[config.mk]
export PLATFORM = sky130hd
export DESIGN_NAME = fadd_norm
export DESIGN_NICKNAME = d
export VERILOG_FILES = /design/src/rtl/fp16_pkg.sv /design/src/rtl/fadd_lzc.sv /design/src/rtl/fadd_norm.sv
export SDC_FILE = /design/constraint.sdc
export NUM_CORES = 1
export LEC_CHECK = 0
export ABC_AREA = 1
export BUFFER_PORTS_ARGS = -buffer_cell sky130_fd_sc_hd__buf_2
export CAP_MARGIN = 20
export CORE_AREA = 2 2 121 111
export CTS_CLUSTER_SIZE = 30
export DETAILED_ROUTE_END_ITERATION = 10
export DIE_AREA = 0 0 123 113
export GPL_TIMING_DRIVEN = 0
export PLACE_DENSITY = 0.45
export SKIP_CTS_REPAIR_TIMING = 1
export SKIP_LAST_GASP = 1
export SLEW_MARGIN = 20
export SYNTH_ARGS = -nofsm -noshare
export SYNTH_HDL_FRONTEND = slang
export SYNTH_SLANG_ARGS = --single-unit
[constraint.sdc]
create_clock -name clk -period 6.7 [get_ports clk]
set_input_delay 1.34 -clock clk [delete_from_list [all_inputs] [get_ports clk]]
set_output_delay 1.34 -clock clk [all_outputs]
set_load 0.02 [all_outputs]
[src/rtl/fp16_pkg.sv]
// Shared fp16 format constants and types for the floating-point adder stages
// (align, add, normalize/round).
package fp16_pkg;

  localparam int EXP_W  = 5;
  localparam int FRAC_W = 10;
  localparam int BIAS   = 15;
  localparam int GRS_W  = 3;
  localparam logic [EXP_W-1:0] EXP_MAX = 5'h1F;

  typedef struct packed {
    logic              sign;
    logic [EXP_W-1:0]  exp;
    logic [FRAC_W-1:0] frac;
  } fp16_t;

  // Normalized beat held between S1 and S2. The hidden bit is dropped because
  // the exponent already encodes it; exp keeps one extra bit to expose overflow.
  typedef struct packed {
    logic                    sign;
    logic [EXP_W:0]          exp;
    logic [FRAC_W+GRS_W-1:0] mant;
    logic                    special;
    logic [15:0]             special_val;
  } norm_beat_t;

  function automatic fp16_t fp16_inf(input logic sign);
    fp16_t r;
    r.sign = sign;
    r.exp  = EXP_MAX;
    r.frac = '0;
    return r;
  endfunction

endpackage

[src/rtl/fadd_lzc.sv]
// Leading-zero counter over a 14-bit mantissa (bit 13 = hidden position).
// Purely combinational; an all-zero input reports 14.
module fadd_lzc (
  input  logic [13:0] data_i,
  output logic [3:0]  count_o
);

  // Scan upward so the highest set bit is the last (winning) assignment.
  always_comb begin
    count_o = 4'd14;
    for (int i = 0; i < 14; i++) begin
      if (data_i[i]) begin
        count_o = 4'(13 - i);
      end
    end
  end

endmodule

[src/rtl/fadd_norm.sv]
// fp16 adder normalize/round stage: S1 normalizes the raw sum, S2 rounds (RNE)
// and packs. Optional macro FADD_NORM_FLAGS_EN adds out_flags {ovf, unf, inexact}.
module fadd_norm
  import fp16_pkg::*;
(
  input  logic        clk,
  input  logic        rst,
  input  logic        in_valid,
  output logic        in_ready,
  input  logic        in_sign,
  input  logic [4:0]  in_exp,
  input  logic [14:0] in_cal_frac,
  input  logic        in_special,
  input  logic [15:0] in_special_val,
  output logic        out_valid,
  input  logic        out_ready,
`ifdef FADD_NORM_FLAGS_EN
  output logic [2:0]  out_flags,
  output logic [15:0] out_result
`else
  output logic [15:0] out_result
`endif
);

  norm_beat_t  s1_q;
  norm_beat_t  s1_d;
  logic        s1_valid_q;
  logic        out_valid_q;
  logic [15:0] out_result_q;
  logic [15:0] result_d;
  logic        adv1;
  logic        adv2;

  assign adv2       = !out_valid_q || out_ready;
  assign adv1       = !s1_valid_q || adv2;
  assign in_ready   = adv1;
  assign out_valid  = out_valid_q;
  assign out_result = out_result_q;

  // ---------------- S1: leading-zero count and normalizing shift ----------------
  logic [3:0]     lz;
  logic [3:0]     dn_shift;
  logic [EXP_W:0] exp_ext;

  fadd_lzc u_lzc (
    .data_i  (in_cal_frac[13:0]),
    .count_o (lz)
  );

  always_comb begin
    exp_ext          = {1'b0, in_exp};
    dn_shift         = (in_exp == '0) ? 4'd0 : (in_exp[3:0] - 4'd1);
    s1_d             = '0;
    s1_d.sign        = in_sign;
    s1_d.special     = in_special;
    s1_d.special_val = in_special_val;
    if (in_cal_frac[14]) begin
      // Carry out: shift right one, folding both dropped low bits into sticky.
      s1_d.mant = {in_cal_frac[13:3], in_cal_frac[2], |in_cal_frac[1:0]};
      s1_d.exp  = exp_ext + 6'd1;
    end else if (in_cal_frac[13]) begin
      // Two denormals can sum into the normal range; that is exponent field 1.
      s1_d.mant = in_cal_frac[12:0];
      s1_d.exp  = (in_exp == '0) ? 6'd1 : exp_ext;
    end else if (in_cal_frac == '0) begin
      s1_d.sign = 1'b0;
      s1_d.exp  = '0;
      s1_d.mant = '0;
    end else if (exp_ext > {2'b00, lz}) begin
      s1_d.mant = in_cal_frac[12:0] << lz;
      s1_d.exp  = exp_ext - {2'b00, lz};
    end else begin
      // Cannot reach the hidden bit: stop at the denormal scale (2^-14).
      s1_d.mant = in_cal_frac[12:0] << dn_shift;
      s1_d.exp  = '0;
    end
  end

  // ---------------- S2: round to nearest even, overflow to Inf ----------------
  logic                    guard_b;
  logic                    round_b;
  logic                    sticky_b;
  logic                    inc;
  logic                    ovf;
  logic [EXP_W+FRAC_W-1:0] rounded;

  always_comb begin
    guard_b  = s1_q.mant[2];
    round_b  = s1_q.mant[1];
    sticky_b = s1_q.mant[0];
    inc      = guard_b & (round_b | sticky_b | s1_q.mant[GRS_W]);
    // Incrementing {exp, frac} as one number carries mantissa overflow into
    // the exponent and promotes a full denormal to exponent 1.
    rounded  = {s1_q.exp[EXP_W-1:0], s1_q.mant[FRAC_W+GRS_W-1:GRS_W]} + 15'(inc);
    ovf      = (s1_q.exp >= {1'b0, EXP_MAX}) || (rounded[14:10] == EXP_MAX);
    if (s1_q.special) begin
      result_d = s1_q.special_val;
    end else if (ovf) begin
      result_d = fp16_inf(s1_q.sign);
    end else begin
      result_d = {s1_q.sign, rounded};
    end
  end

  // ---------------- Pipeline registers ----------------
  always_ff @(posedge clk) begin
    if (rst) begin
      s1_valid_q   <= 1'b0;
      out_valid_q  <= 1'b0;
      out_result_q <= 16'h0000;
    end else begin
      if (adv1) begin
        s1_valid_q <= in_valid;
      end
      if (adv2) begin
        out_valid_q <= s1_valid_q;
      end
      if (adv2 && s1_valid_q) begin
        out_result_q <= result_d;
      end
    end
  end

  // Data path needs no reset: it is only observed behind the valid bits.
  always_ff @(posedge clk) begin
    if (adv1 && in_valid) begin
      s1_q <= s1_d;
    end
  end

`ifdef FADD_NORM_FLAGS_EN
  logic [2:0] flags_d;
  logic [2:0] out_flags_q;
  logic       inexact;

  always_comb begin
    inexact = guard_b | round_b | sticky_b;
    flags_d = 3'b000;
    if (!s1_q.special) begin
      flags_d = {ovf, (result_d[14:10] == '0) && inexact, inexact};
    end
  end

  always_ff @(posedge clk) begin
    if (rst) begin
      out_flags_q <= 3'b000;
    end else if (adv2 && s1_valid_q) begin
      out_flags_q <= flags_d;
    end
  end

  assign out_flags = out_flags_q;
`endif

endmodule

Yosys cells after proc, flatten, opt, wreduce, memory -nomap -nowiden:

Cells that the tools add are included.

* input port bits: 42
* flip-flop bits (word level): 55
* output and inout port bits: 18

* shift operators: 2
* $add $sub $neg: 4
* mux-type cells: 25
* reductions and logical operators: 10
* magnitude comparators: 2
* eq/ne operators: 1
* bitwise logic cells: 3

Operators with widths (number)
* two-way mux 19 bit: 4
* two-way mux 4 bit: 9
* << shifter 13 x 4 -> 13 bit: 2
* two-way mux 16 bit: 1
* adder 15 x 1 -> 15 bit: 1
* zero test 15 bit: 1
* two-way mux 15 bit: 1
* two-way mux 3 bit: 4
* adder 5 x 1 -> 6 bit (second input constant): 1
* greater-or-equal comparator 6 x 5 -> 1 bit (second input constant): 1
* subtractor 5 x 4 -> 6 bit: 1
* equality test 5 bit (second input constant): 1
* greater-than comparator 5 x 4 -> 1 bit: 1
* zero test 5 bit: 1
* two-way mux 5 bit: 1
* two-way mux 2 bit: 2
* subtractor 4 x 1 -> 4 bit (second input constant): 1
* logical OR 1 bit: 3
* two-way mux 1 bit: 3
* logical AND 1 bit: 2
* zero test 1 bit: 2
* bitwise OR 1 bit: 2
* OR reduction 2 bit: 1
* AND 1 bit: 1

Depth between registers and ports, before layout:

Gate-level depths: netlist of run 1.

* depth after elaboration: 19
* depth in mapped cells: 29
* mapped depth without buffers: 29

Cells and area by module:

A second synthesis of run 1 with hierarchy kept.

* cells, all modules: 556
* area total of the unflattened synthesis: 4092.7 um^2

Modules (own cells, without submodules)
* fadd_norm: instances 1, area each 3905.0 um^2, cells each 517
* fadd_lzc: instances 1, area each 187.7 um^2, cells each 39

Least setup slack after synthesis of run 1:

OpenSTA, ideal clock, no wires.

* path kind: in2reg
* start: in in_cal_frac[1]
* end: reg s1_q[28] (netlist name) (data pin)
* stages on the path: 28
* data arrival time: 3.572 ns
* path slack: 2.871 ns
* required time: 6.443 ns
* path through: inv_2 > nand2_1 > nand2_1 > nand2_1 > nand2_1 > nand2_1 > nand2_1 > nand2_1 > nand2_1 > nand2_1 > nand2_1 > nand2_1 > nand2_2 > nand3_2 > fa_1 > nand2_1 > nand2_1 > inv_1 > nand2_1 > o311ai_1 > buf_2 > nand3_1 > nand3_1 > nand2_1 > nand3_1 > nand2_1 > nand2_1 > a21oi_2

RTL lines
* start, declared: line fadd_norm.sv:12 `input logic [14:0] in_cal_frac,`
* end signal, assigned: line fadd_norm.sv:127 `s1_q <= s1_d;`
* end, declared: line fadd_norm.sv:25 `norm_beat_t s1_q;`

==> results of run 1 <==
==> cells in the mapped netlist, drive strengths merged (2+ instances only) <==
cell / instances / area (um^2)
ha: 8 / 100
inv: 49 / 191
a21oi: 45 / 240
edfxtp: 37 / 1110
xor2: 8 / 70.1
and2: 2 / 12.5
o311ai: 2 / 17.5
buf: 8 / 58.8
o221ai: 2 / 17.5
nand4: 6 / 37.5
dfxtp: 18 / 360
o31ai: 2 / 15.0
a22oi: 9 / 67.6
o22ai: 3 / 18.8
nor3: 2 / 10.0
o21ai: 12 / 82.6
nand3: 80 / 425
nand2: 117 / 480
a31oi: 2 / 12.5
clkbuf: 8 / 30.0
o211ai: 12 / 90.1
nor2: 33 / 150
xnor2: 4 / 35.0
==> worst paths after layout <==
| kind | depth (start not counted) | end | from | slack (ps) |
|---|---|---|---|---|
| worst max-delay path | 17 | s1_q[29]$_DFFE_PP_ | in_cal_frac[6] | 2280 |
| worst min register to register | 2 | out_result[8]$_SDFFE_PP0P_ | out_result[8]$_SDFFE_PP0P_ | 460 |
| worst min-delay path | 2 | out_result[8]$_SDFFE_PP0P_ | out_result[8]$_SDFFE_PP0P_ | 460 |
| worst max register to register | 16 | out_result[14]$_SDFFE_PP0P_ | s1_q[20]$_DFFE_PP_ | 3950 |
==> metal layers <==
| metal | wire length [um] | global-route usage |
|---|---|---|
| met1 | 5080 | 0.217 |
| met3 | 546 | 0.0151 |
| met4 | 65 | 0.0364 |
| met2 | 5020 | 0.264 |
| met5 | 0 | 0 |
==> layout by cell type (no fill, tap or decap), drive strengths merged, types with 9 or more instances in the layout <==
master  instances
o21ai          12
buf            67
clkbuf         15
nor2           33
edfxtp         37
inv            49
dfxtp          18
nand2         117
nand3          80
a21oi          45
a22oi           9
o211ai         12
==> stage by stage <==
stage | power (mW) | area, um^2 | cells | hold WS (ps) | worst slack (ps)
2_1_floorplan | 0.561 | 3740 | 480 | 490 | 2870
3_3_place_gp | 0.634 | 4230 | 702 | 454 | 2070
3_5_place_dp | 0.637 | 4260 | 703 | 452 | 2030
4_1_cts | 0.953 | 4450 | 711 | 462 | 2340
5_1_grt | 0.998 | 4450 | 711 | 478 | 1960
6_report | 0.944 | 4450 | 711 | 461 | 2280
==> sequential cells by signal, indices dropped and copies added, names as in the netlist <==
| signal | flops |
|---|---|
| s1_q | 35 |
| out_result | 16 |
| guard_b | 1 |
| out_valid | 1 |
| round_b | 1 |
| s1_valid_q | 1 |
==> power by group through the flow <==
stage | Combinational, mW | Sequential [mW] | Clock [mW]
CTS | 0.228 | 0.402 | 0.322
global placement | 0.225 | 0.410 | 0
floorplan | 0.147 | 0.414 | 0
global route | 0.257 | 0.404 | 0.337
finish | 0.229 | 0.402 | 0.314
detailed placement | 0.228 | 0.409 | 0
==> final cells by class <==
type | instances | share of cell area
clock inverters | 1 | 0.00675
repair buffers | 59 | 0.0715
flip-flops and latches | 55 | 0.331
multi-input cells | 360 | 0.446
well taps | 164 | 0.0461
plain buffers | 16 | 0.0200
inverters | 49 | 0.0431
clock buffers | 7 | 0.0355
==> worst max-delay path, stage by stage <==
cell and delay [ps]:
buf_2 140, nor2_1 210, nand2_1 80, nor2_1 240, inv_1 130, ha_1 350
nand2_1 60, inv_1 60, nand2_1 80, o311ai_1 880, nand2_1 290, nand3_1 220
nand2_1 90, nand2_1 100, nand2_1 60, nand3_1 70, nand2_1 50
==> logic make-up after synthesis <==
logic type | after synthesis | share of synthesized area
AO/OA/AOI/OAI | 95 | 0.163
XOR/XNOR | 12 | 0.0281
buffers and inverters | 65 | 0.0750
AND/OR/NAND/NOR | 244 | 0.307
flip-flops | 55 | 0.394
adder cells (fa/ha/maj) | 9 | 0.0322
==> impl_metrics.py, run 1 <==
metrics = {
    "outcome": {
        "status": "finished clean",
    },
    "clock_tree": {
        "clkSinkCount": 55,
        "clkSlewWorstSetupHoldPaths_ps": 70,
        "cts_tree": "done",
        "clk_path_buf_depth": 2,
        "insertion_delay_ps": 290,
        "h-tree-depth": 2,
        "cts_buffers": 5,
        "cts-root-buf": "clkbuf_16",
    },
    "placement": {
        "hpwl_mm": 8.55,
        "port_buffers": 58,
        "finalWeightedCongestion": 0.874,
    },
    "floorplanning": {
        "die_w_um": 123,
        "coreArea_um2": 12600,
        "pin_count": 60,
        "start_util": 0.297,
        "dieArea_um2": 13900,
        "num_rows": 39,
        "die_y_um": 113,
    },
    "logic_synthesis": {
        "synth_nets": 531,
        "synth_cell_types": 47,
        "syn-mean-instance-area_um2": 7.78,
        "netlist_instances": 480,
        "synth_area_um2": 3740,
        "ys_seq_area_frac": 0.394,
        "synth_edf_count": 37,
        "ys.flop_type": "edfxtp_1",
        "async_flop_share": 0,
        "ys_ff_latch": 55,
        "ys_warn_count": 0,
    },
    "detailed_routing": {
        "vias": 3538,
        "drcViolationCount": 0,
        "wire_per_inst_um": 15.1,
        "finalWirelength_mm": 10.7,
        "viasPerCell": 4.98,
        "ant_nets": 0,
        "first_iter_violations": 216,
        "drt_first_pass_iters": 7,
    },
    "power_and_ir_drop": {
        "p_int_uw": 672,
        "power_frac_comb": 0.242,
        "sw_frac_of_total": 0.289,
        "p_sw_uw": 273,
        "p_clk_frac": 0.332,
        "ir_worst_vdd_uv": 96.7,
        "pwr-share-seq": 0.425,
        "powerDensity_nw_per_um2": 212,
        "cellLeakagePower_nw": 1.94,
    },
    "sta": {
        "drv_slew": 0,
        "slew_headroom": 0.278,
        "max_freq_ghz": 0.226,
        "rsz0062_at_grt": "no",
        "finalCritPeriodShare": 0.660,
        "hold_viol": 0,
        "fin_skew_ps": 4.97,
        "period_minus_slack_ps": 4420,
        "setup_tns_ps": 0,
        "worst_slew_pin_slew_ps": 1070,
        "finalSetupViolCount": 0,
    },
    "final_layout": {
        "drive_gt1_frac": 0.203,
        "regArea_um2": 1470,
        "antenna_cells": 0,
        "area_growth_pct": 19.0,
        "fin_nets": 597,
        "post-route-util": 0.353,
        "fillers": 1366,
        "multi_input_area_um2": 1980,
    },
    "setup_path": {
        "path_max_fanout": 7,
        "crit_type": "input pin to flip-flop",
        "cp.arrival_ps": 4460,
        "end_kind": "flip-flop",
        "startpoint_type": "input pin",
        "cp.required_ps": 6740,
    },
    "global_routing": {
        "grt_use_total": 0.157,
        "overflow": 0,
        "antenna_found_initial": 0,
        "grt_max_degree": 24,
        "grt_pass1_wl_mm": 17.4,
        "first_global_vias": 3434,
    },
    "job": {
        "maxCapViolations": 0,
    },
    "min_path": {
        "hp-class": "flip-flop to flip-flop",
    },
}
Note: power is estimated with default switching activity, not from simulation.
==> run 2: changes to the inputs <==
Settings changed: ABC_AREA 1 to 0, CORE_AREA 2 2 121 111 to 2 2 123 113, DIE_AREA 0 0 123 113 to 0 0 125 115, PLACE_DENSITY 0.45 to 0.46.
Clock period 6.7 ns to 3.6 ns, I/O delays scaled along.
==> run 2 against run 1 <==
  * The flow now finishes with violations (negative setup slack)
  * Hold slack improved by 37 ps
  * Final area up 17%
  * Clock power is 48% higher
  * Worst setup slack worse by 2800 ps
  * Register-to-register slack worse by 2800 ps
  * Die area rose by 3.4%
  * Wire length increased by 9.8%
  * Final cell count shrank 5.5%
  * Clock skew up 2.0 ps
  * Sequential cell count unchanged
  * Largest cell class unchanged
==> impl_metrics.py, run 2 <==
metrics = {
    "sta": {
        "rsz0062_at_grt": "yes",
        "holdWs_ps": 498,
        "fin_skew_ps": 6.99,
        "setup_tns_ps": -5590,
        "drv_slew": 0,
        "period_minus_slack_ps": 4140,
        "finalSetupViolCount": 13,
        "fin_ws_ps": -542,
        "hold_viol": 0,
        "finalCritPeriodShare": 1.15,
        "worst_slew_pin_slew_ps": 951,
        "slew_headroom": 0.364,
        "max_freq_ghz": 0.241,
    },
    "logic_synthesis": {
        "synth.area.top_cells": "edfxtp_1 29%, dfxtp_1 9.4%, a221oi_1 4.3%",
        "ys_warn_count": 0,
        "async_flop_share": 0,
        "synth_area_leader_cell": "edfxtp_1",
        "netlist_instances": 406,
        "synth_nets": 457,
        "synth_edf_count": 37,
        "ys_ff_latch": 55,
        "yosysMostFrequentCell": "nor2_1",
        "ys_seq_area_frac": 0.384,
        "netlist.area_leader.share": 0.290,
        "synth_area_um2": 3830,
        "syn-mean-instance-area_um2": 9.44,
        "synth_cell_types": 69,
        "ys.flop_type": "edfxtp_1",
        "synth_common_cells": "39 x nor2_1, 37 x edfxtp_1, 30 x nand2_1, 24 x a21oi_1, 21 x clkbuf_1",
    },
    "setup_path": {
        "path_max_fanout": 6,
        "cpMaxStageDelayCell": "mux4_2",
        "worst_r2r_endpoint": "out_result[0]$_SDFFE_PP0P_",
        "crit_chain": "buf_12 > nand2b_4 > a2111oi_4 > o21bai_4 > nand2b_4 > fa_2 > a21o_1 > a211oi_4 > nand2b_4 > o32a_1 > buf_8 > mux4_2 > mux2_4 > a31o_4",
        "slowest_delay_ps": 560,
        "cp.arrival_ps": 4190,
        "cp_common_cell": "nand2b_4",
        "rr_worst_depth": 9,
        "startpoint_type": "input pin",
        "r2r-start": "guard_b$_DFFE_PP_",
        "r2r_slack_ps": 1110,
        "crit_type": "input pin to flip-flop",
        "cp.required_ps": 3650,
        "end_kind": "flip-flop",
    },
    "detailed_routing": {
        "ant_nets": 0,
        "viasPerCell": 5.29,
        "finalWirelength_mm": 11.7,
        "drt_first_pass_iters": 4,
        "vias": 3558,
        "drcViolationCount": 0,
        "wire_per_inst_um": 17.5,
        "first_iter_violations": 338,
    },
    "job": {
        "maxCapViolations": 0,
    },
    "floorplanning": {
        "start_util": 0.292,
        "die_y_um": 115,
        "die_w_um": 125,
        "dieArea_um2": 14400,
        "pin_count": 60,
        "num_rows": 40,
        "coreArea_um2": 13100,
    },
    "final_layout": {
        "post-route-util": 0.395,
        "final_cell_mix": "49 x buf_2, 37 x edfxtp_1, 36 x nor2_1, 32 x buf_4, 27 x nand2_1",
        "antenna_cells": 0,
        "top_register": "s1_q",
        "final_cell_area_um2": 5180,
        "area_growth_pct": 35.3,
        "largest_reg_flops": 35,
        "drive_gt1_frac": 0.339,
        "fin_nets": 554,
        "layout_commonest_cell": "buf_2",
    },
    "outcome": {
        "violations": "negative setup slack",
        "status": "complete, but fails checks",
    },
    "min_path": {
        "hp-start": "out_result[7]$_SDFFE_PP0P_",
        "holdPathEnd": "out_result[7]$_SDFFE_PP0P_",
        "hp-class": "flip-flop to flip-flop",
        "worstHoldPathCells": 2,
    },
    "global_routing": {
        "grt_use_total": 0.156,
        "grt_max_degree": 32,
        "grt_pass1_wl_mm": 18.2,
        "antenna_found_initial": 0,
        "overflow": 0,
        "first_global_vias": 3410,
    },
    "clock_tree": {
        "insertion_delay_ps": 290,
        "clkSlewWorstSetupHoldPaths_ps": 70,
        "clk_path_buf_depth": 2,
        "cts_buffers": 5,
        "clkSinkCount": 55,
        "cts-root-buf": "clkbuf_16",
        "cts_tree": "done",
        "h-tree-depth": 2,
    },
    "placement": {
        "placed_area_um2": 4400,
        "finalWeightedCongestion": 0.878,
        "hpwl_mm": 8.52,
        "port_buffers": 50,
    },
    "power_and_ir_drop": {
        "powerDensity_nw_per_um2": 343,
        "finalPower_mw": 1.78,
        "cellLeakagePower_nw": 2.00,
        "ir_worst_vdd_uv": 169,
    },
}
-- run 2: cell count changes in the layout (fill, tap and decap cells not counted), sizes merged, moves of 12 or more --
cell | before | now
nand2 | 117 | 31
nand3 | 80 | 12
buf | 67 | 99
inv | 49 | 19
a21oi | 45 | 24
a221oi | 0 | 19
nor3 | 2 | 20
clkbuf | 15 | 27
-- run 2: worst max path at each step --
stage | startpoint | to | slack (ps) | cells after the start
finish | in_cal_frac[1] | s1_q[24]$_DFFE_PP_ | -540 | 14
global route | in_cal_frac[1] | s1_q[21]$_DFFE_PP_ | -640 | 15
CTS | in_cal_frac[7] | s1_q[23]$_DFFE_PP_ | -1070 | 14
detailed placement | in_cal_frac[7] | s1_q[23]$_DFFE_PP_ | -1360 | 14
global placement | in_cal_frac[7] | s1_q[23]$_DFFE_PP_ | -1310 | 14
floorplan | in_cal_frac[2] | s1_q[24]$_DFFE_PP_ | -630 | 14
-- run 2: per-layer routing --
metal / routed length, um / vias to the layer above / track usage
met5: 0 / - / 0
met4: 164 / 0 / 0.0452
met3: 479 / 10 / 0.0247
met2: 5430 / 93 / 0.256
met1: 5680 / 1719 / 0.216
li1: - / 1736 / -
-- run 2: kinds of logic (layout without fill, tap and decap cells) --
family	count (synthesis)	in the layout	synth area share
AO/OA/AOI/OAI	113	113	0.226
XOR/XNOR	18	18	0.0431
multiplexers	17	17	0.0741
adder cells (fa/ha/maj)	9	9	0.0313
buffers and inverters	49	147	0.0526
flip-flops	55	55	0.384
AND/OR/NAND/NOR	145	145	0.189
-- run 2: area by class of cell --
type / count / area (um^2)
fillers: 1331 / 7930
multi-input cells: 302 / 2410
flip-flops and latches: 55 / 1470
repair buffers: 90 / 639
plain buffers: 29 / 236
well taps: 168 / 210
clock buffers: 7 / 133
inverters: 20 / 75.1
clock inverters: 1 / 5.00
-- run 2: through the flow --
step | setup slack (ps) | cells
after CTS | -1070 | 633
after global placement | -1310 | 624
after floorplan | -632 | 406
after global routing | -640 | 672
after detailed placement | -1360 | 625
final | -542 | 672
-- run 2: power by group --
group | switching [mW] | internal [mW]
clock | 0.207 | 0.258
sequential | 0.0255 | 0.727
combinational | 0.303 | 0.256
total | 0.536 | 1.24
-- run 2: worst max-delay path, delay by kind of cell --
kind                       cells  cell delay, ps
adders and majority gates      1             370
muxes                          2             850
AOI/OAI and AO/OA              6            1520
and+or+nand+nor                3             500
buffers and inverters          2             240
==> run 3: changes to the inputs <==
Settings changed: RECOVER_POWER from default to 100, REMOVE_ABC_BUFFERS from default to 1.
==> run 3 against run 2 <==
  * The run still ends with negative setup slack left
  * Sequential power up 0.7%
  * Combinational power decreased by 8.8%
  * Sequential cell count unchanged
  * Non-clock buffer count fell by 20
  * Wire length decreased by 3.3%
  * Global-route usage shrank 1.4 points
  * Register-to-register slack got worse by 320 ps
  * Largest power group unchanged
==> impl_metrics.py, run 3 (synthesis gave the netlist of run 2 again) <==
metrics = {
    "clock_tree": {
        "cts_buffers": 5,
        "clkSinkCount": 55,
        "insertion_delay_ps": 280,
        "cts-root-buf": "clkbuf_16",
        "clk_path_buf_depth": 2,
        "cts_tree": "done",
        "h-tree-depth": 2,
        "clkSlewWorstSetupHoldPaths_ps": 60,
    },
    "setup_path": {
        "path_max_fanout": 6,
        "cpMaxStageDelayCell": "mux4_2",
        "crit_type": "input pin to flip-flop",
        "slowest_delay_ps": 510,
        "critical_path_depth": 15,
        "r2r_slack_ps": 790,
        "crit_chain": "buf_12 > nand2b_4 > a2111oi_4 > o21bai_4 > nand2b_4 > fa_2 > a21o_1 > a211oi_4 > buf_6 > nor2_4 > o32ai_4 > buf_6 > mux4_2 > a2bb2oi_2 > a31oi_1",
        "r2r-start": "out_valid$_SDFFE_PP0P_",
        "rr_worst_depth": 4,
        "end_kind": "flip-flop",
        "critPathBufInv": 3,
        "worst_r2r_endpoint": "s1_q[8]$_DFFE_PP_",
        "setup.worst_path.start": "in_cal_frac[1]",
        "cp.required_ps": 3630,
        "cp.arrival_ps": 4060,
        "crit_family": "compound AO/OA/AOI/OAI gates",
        "startpoint_type": "input pin",
    },
    "final_layout": {
        "drive_gt1_frac": 0.296,
        "final_cell_mix": "38 x buf_4, 37 x edfxtp_1, 35 x nor2_1, 33 x buf_2, 29 x nand2_1",
        "fin_nets": 536,
        "antenna_cells": 0,
        "largest_reg_flops": 35,
        "layout_commonest_cell": "buf_4",
        "top_register": "s1_q",
        "fin_cells": 654,
        "final_cell_area_um2": 4940,
        "area_growth_pct": 29.0,
    },
    "sta": {
        "finalCritPeriodShare": 1.12,
        "fin_ws_ps": -430,
        "period_minus_slack_ps": 4030,
        "slew_headroom": 0.192,
        "fin_skew_ps": 4.15,
        "drv_slew": 0,
        "hold_viol": 0,
        "max_freq_ghz": 0.248,
        "worst_slew_pin_slew_ps": 1210,
        "finalSetupViolCount": 12,
        "rsz0062_at_grt": "yes",
    },
    "floorplanning": {
        "die_y_um": 115,
        "coreArea_um2": 13100,
        "num_rows": 40,
        "pin_count": 60,
        "start_util": 0.292,
        "dieArea_um2": 14400,
        "die_w_um": 125,
    },
    "global_routing": {
        "overflow": 0,
        "grt_max_degree": 34,
        "antenna_found_initial": 0,
        "grt_pass1_wl_mm": 16.8,
        "first_global_vias": 3169,
        "grt_use_total": 0.142,
    },
    "detailed_routing": {
        "wire_per_inst_um": 17.4,
        "finalWirelength_mm": 11.4,
        "first_iter_violations": 361,
        "drcViolationCount": 0,
        "drt_first_pass_iters": 5,
        "viasPerCell": 5.39,
        "vias": 3522,
        "ant_nets": 0,
    },
    "outcome": {
        "violations": "negative setup slack",
        "status": "complete, but fails checks",
    },
    "power_and_ir_drop": {
        "p_int_mw": 1.21,
        "sw_frac_of_total": 0.298,
        "power_frac_comb": 0.295,
        "cellLeakagePower_nw": 1.84,
        "pwr-share-seq": 0.439,
        "p_clk_frac": 0.266,
        "powerDensity_nw_per_um2": 349,
        "p_sw_uw": 515,
        "ir_worst_vdd_uv": 195,
    },
    "placement": {
        "finalWeightedCongestion": 0.883,
        "dp_cells": 605,
        "placed_area_um2": 4240,
        "hpwl_mm": 7.71,
        "port_buffers": 59,
    },
    "min_path": {
        "hp-start": "out_result[9]$_SDFFE_PP0P_",
        "hp-class": "flip-flop to flip-flop",
        "worstHoldPathCells": 2,
        "holdPathEnd": "out_result[9]$_SDFFE_PP0P_",
    },
    "job": {
        "maxCapViolations": 0,
    },
}
run 3: cell types whose count changed in the layout (fill, tap and decap cells not counted), sizes merged:
cell    delta
buf       -22
or2        +2
clkinv     -1
clkbuf     +3
run 3: worst max path at each step:
stage	endpoint	slack (ps)
floorplan	s1_q[24]$_DFFE_PP_	-980
global placement	s1_q[24]$_DFFE_PP_	-1750
detailed placement	s1_q[24]$_DFFE_PP_	-1750
CTS	s1_q[26]$_DFFE_PP_	-1460
global route	s1_q[27]$_DFFE_PP_	-550
finish	s1_q[27]$_DFFE_PP_	-430
run 3: per-stage QoR:
stage	total power [mW]	utilization	TNS (ps)	hold slack (ps)	setup slack, ps
2_1_floorplan	1.02	-	-8160	494	-985
3_3_place_gp	1.16	0.321	-19680	467	-1750
3_5_place_dp	1.17	0.323	-19950	478	-1750
4_1_cts	1.63	0.334	-15170	494	-1460
5_1_grt	1.82	0.377	-5350	511	-546
6_report	1.73	0.377	-3700	497	-430
run 3: metal layers:
layer,vias up,global-route usage,part of all wire
met5,-,0,0
li1,1704,-,-
met3,13,0.0181,0.067
met4,0,0.0333,0.015
met1,1667,0.210,0.47
met2,138,0.224,0.45
run 3: final cells by class:
type,instances,area (um^2)
Fill cell,1346,8170
Multi-Input combinational cell,304,2430
Sequential cell,55,1470
Timing Repair Buffer,99,624
Tap cell,168,210
Clock buffer,8,136
Inverter,20,75.1
run 3: tightest hold or removal path: cells and delay by family (launching register included):
kind	cells	cell delay, ps
simple gates	2	140
flops	1	310
run 3: power by group through the flow:
stage	sequential (mW)	combinational, mW	clock, mW
6_report	0.757	0.510	0.459
3_5_place_dp	0.770	0.397	0
3_3_place_gp	0.770	0.392	0
4_1_cts	0.756	0.399	0.473
5_1_grt	0.762	0.550	0.504
2_1_floorplan	0.779	0.241	0
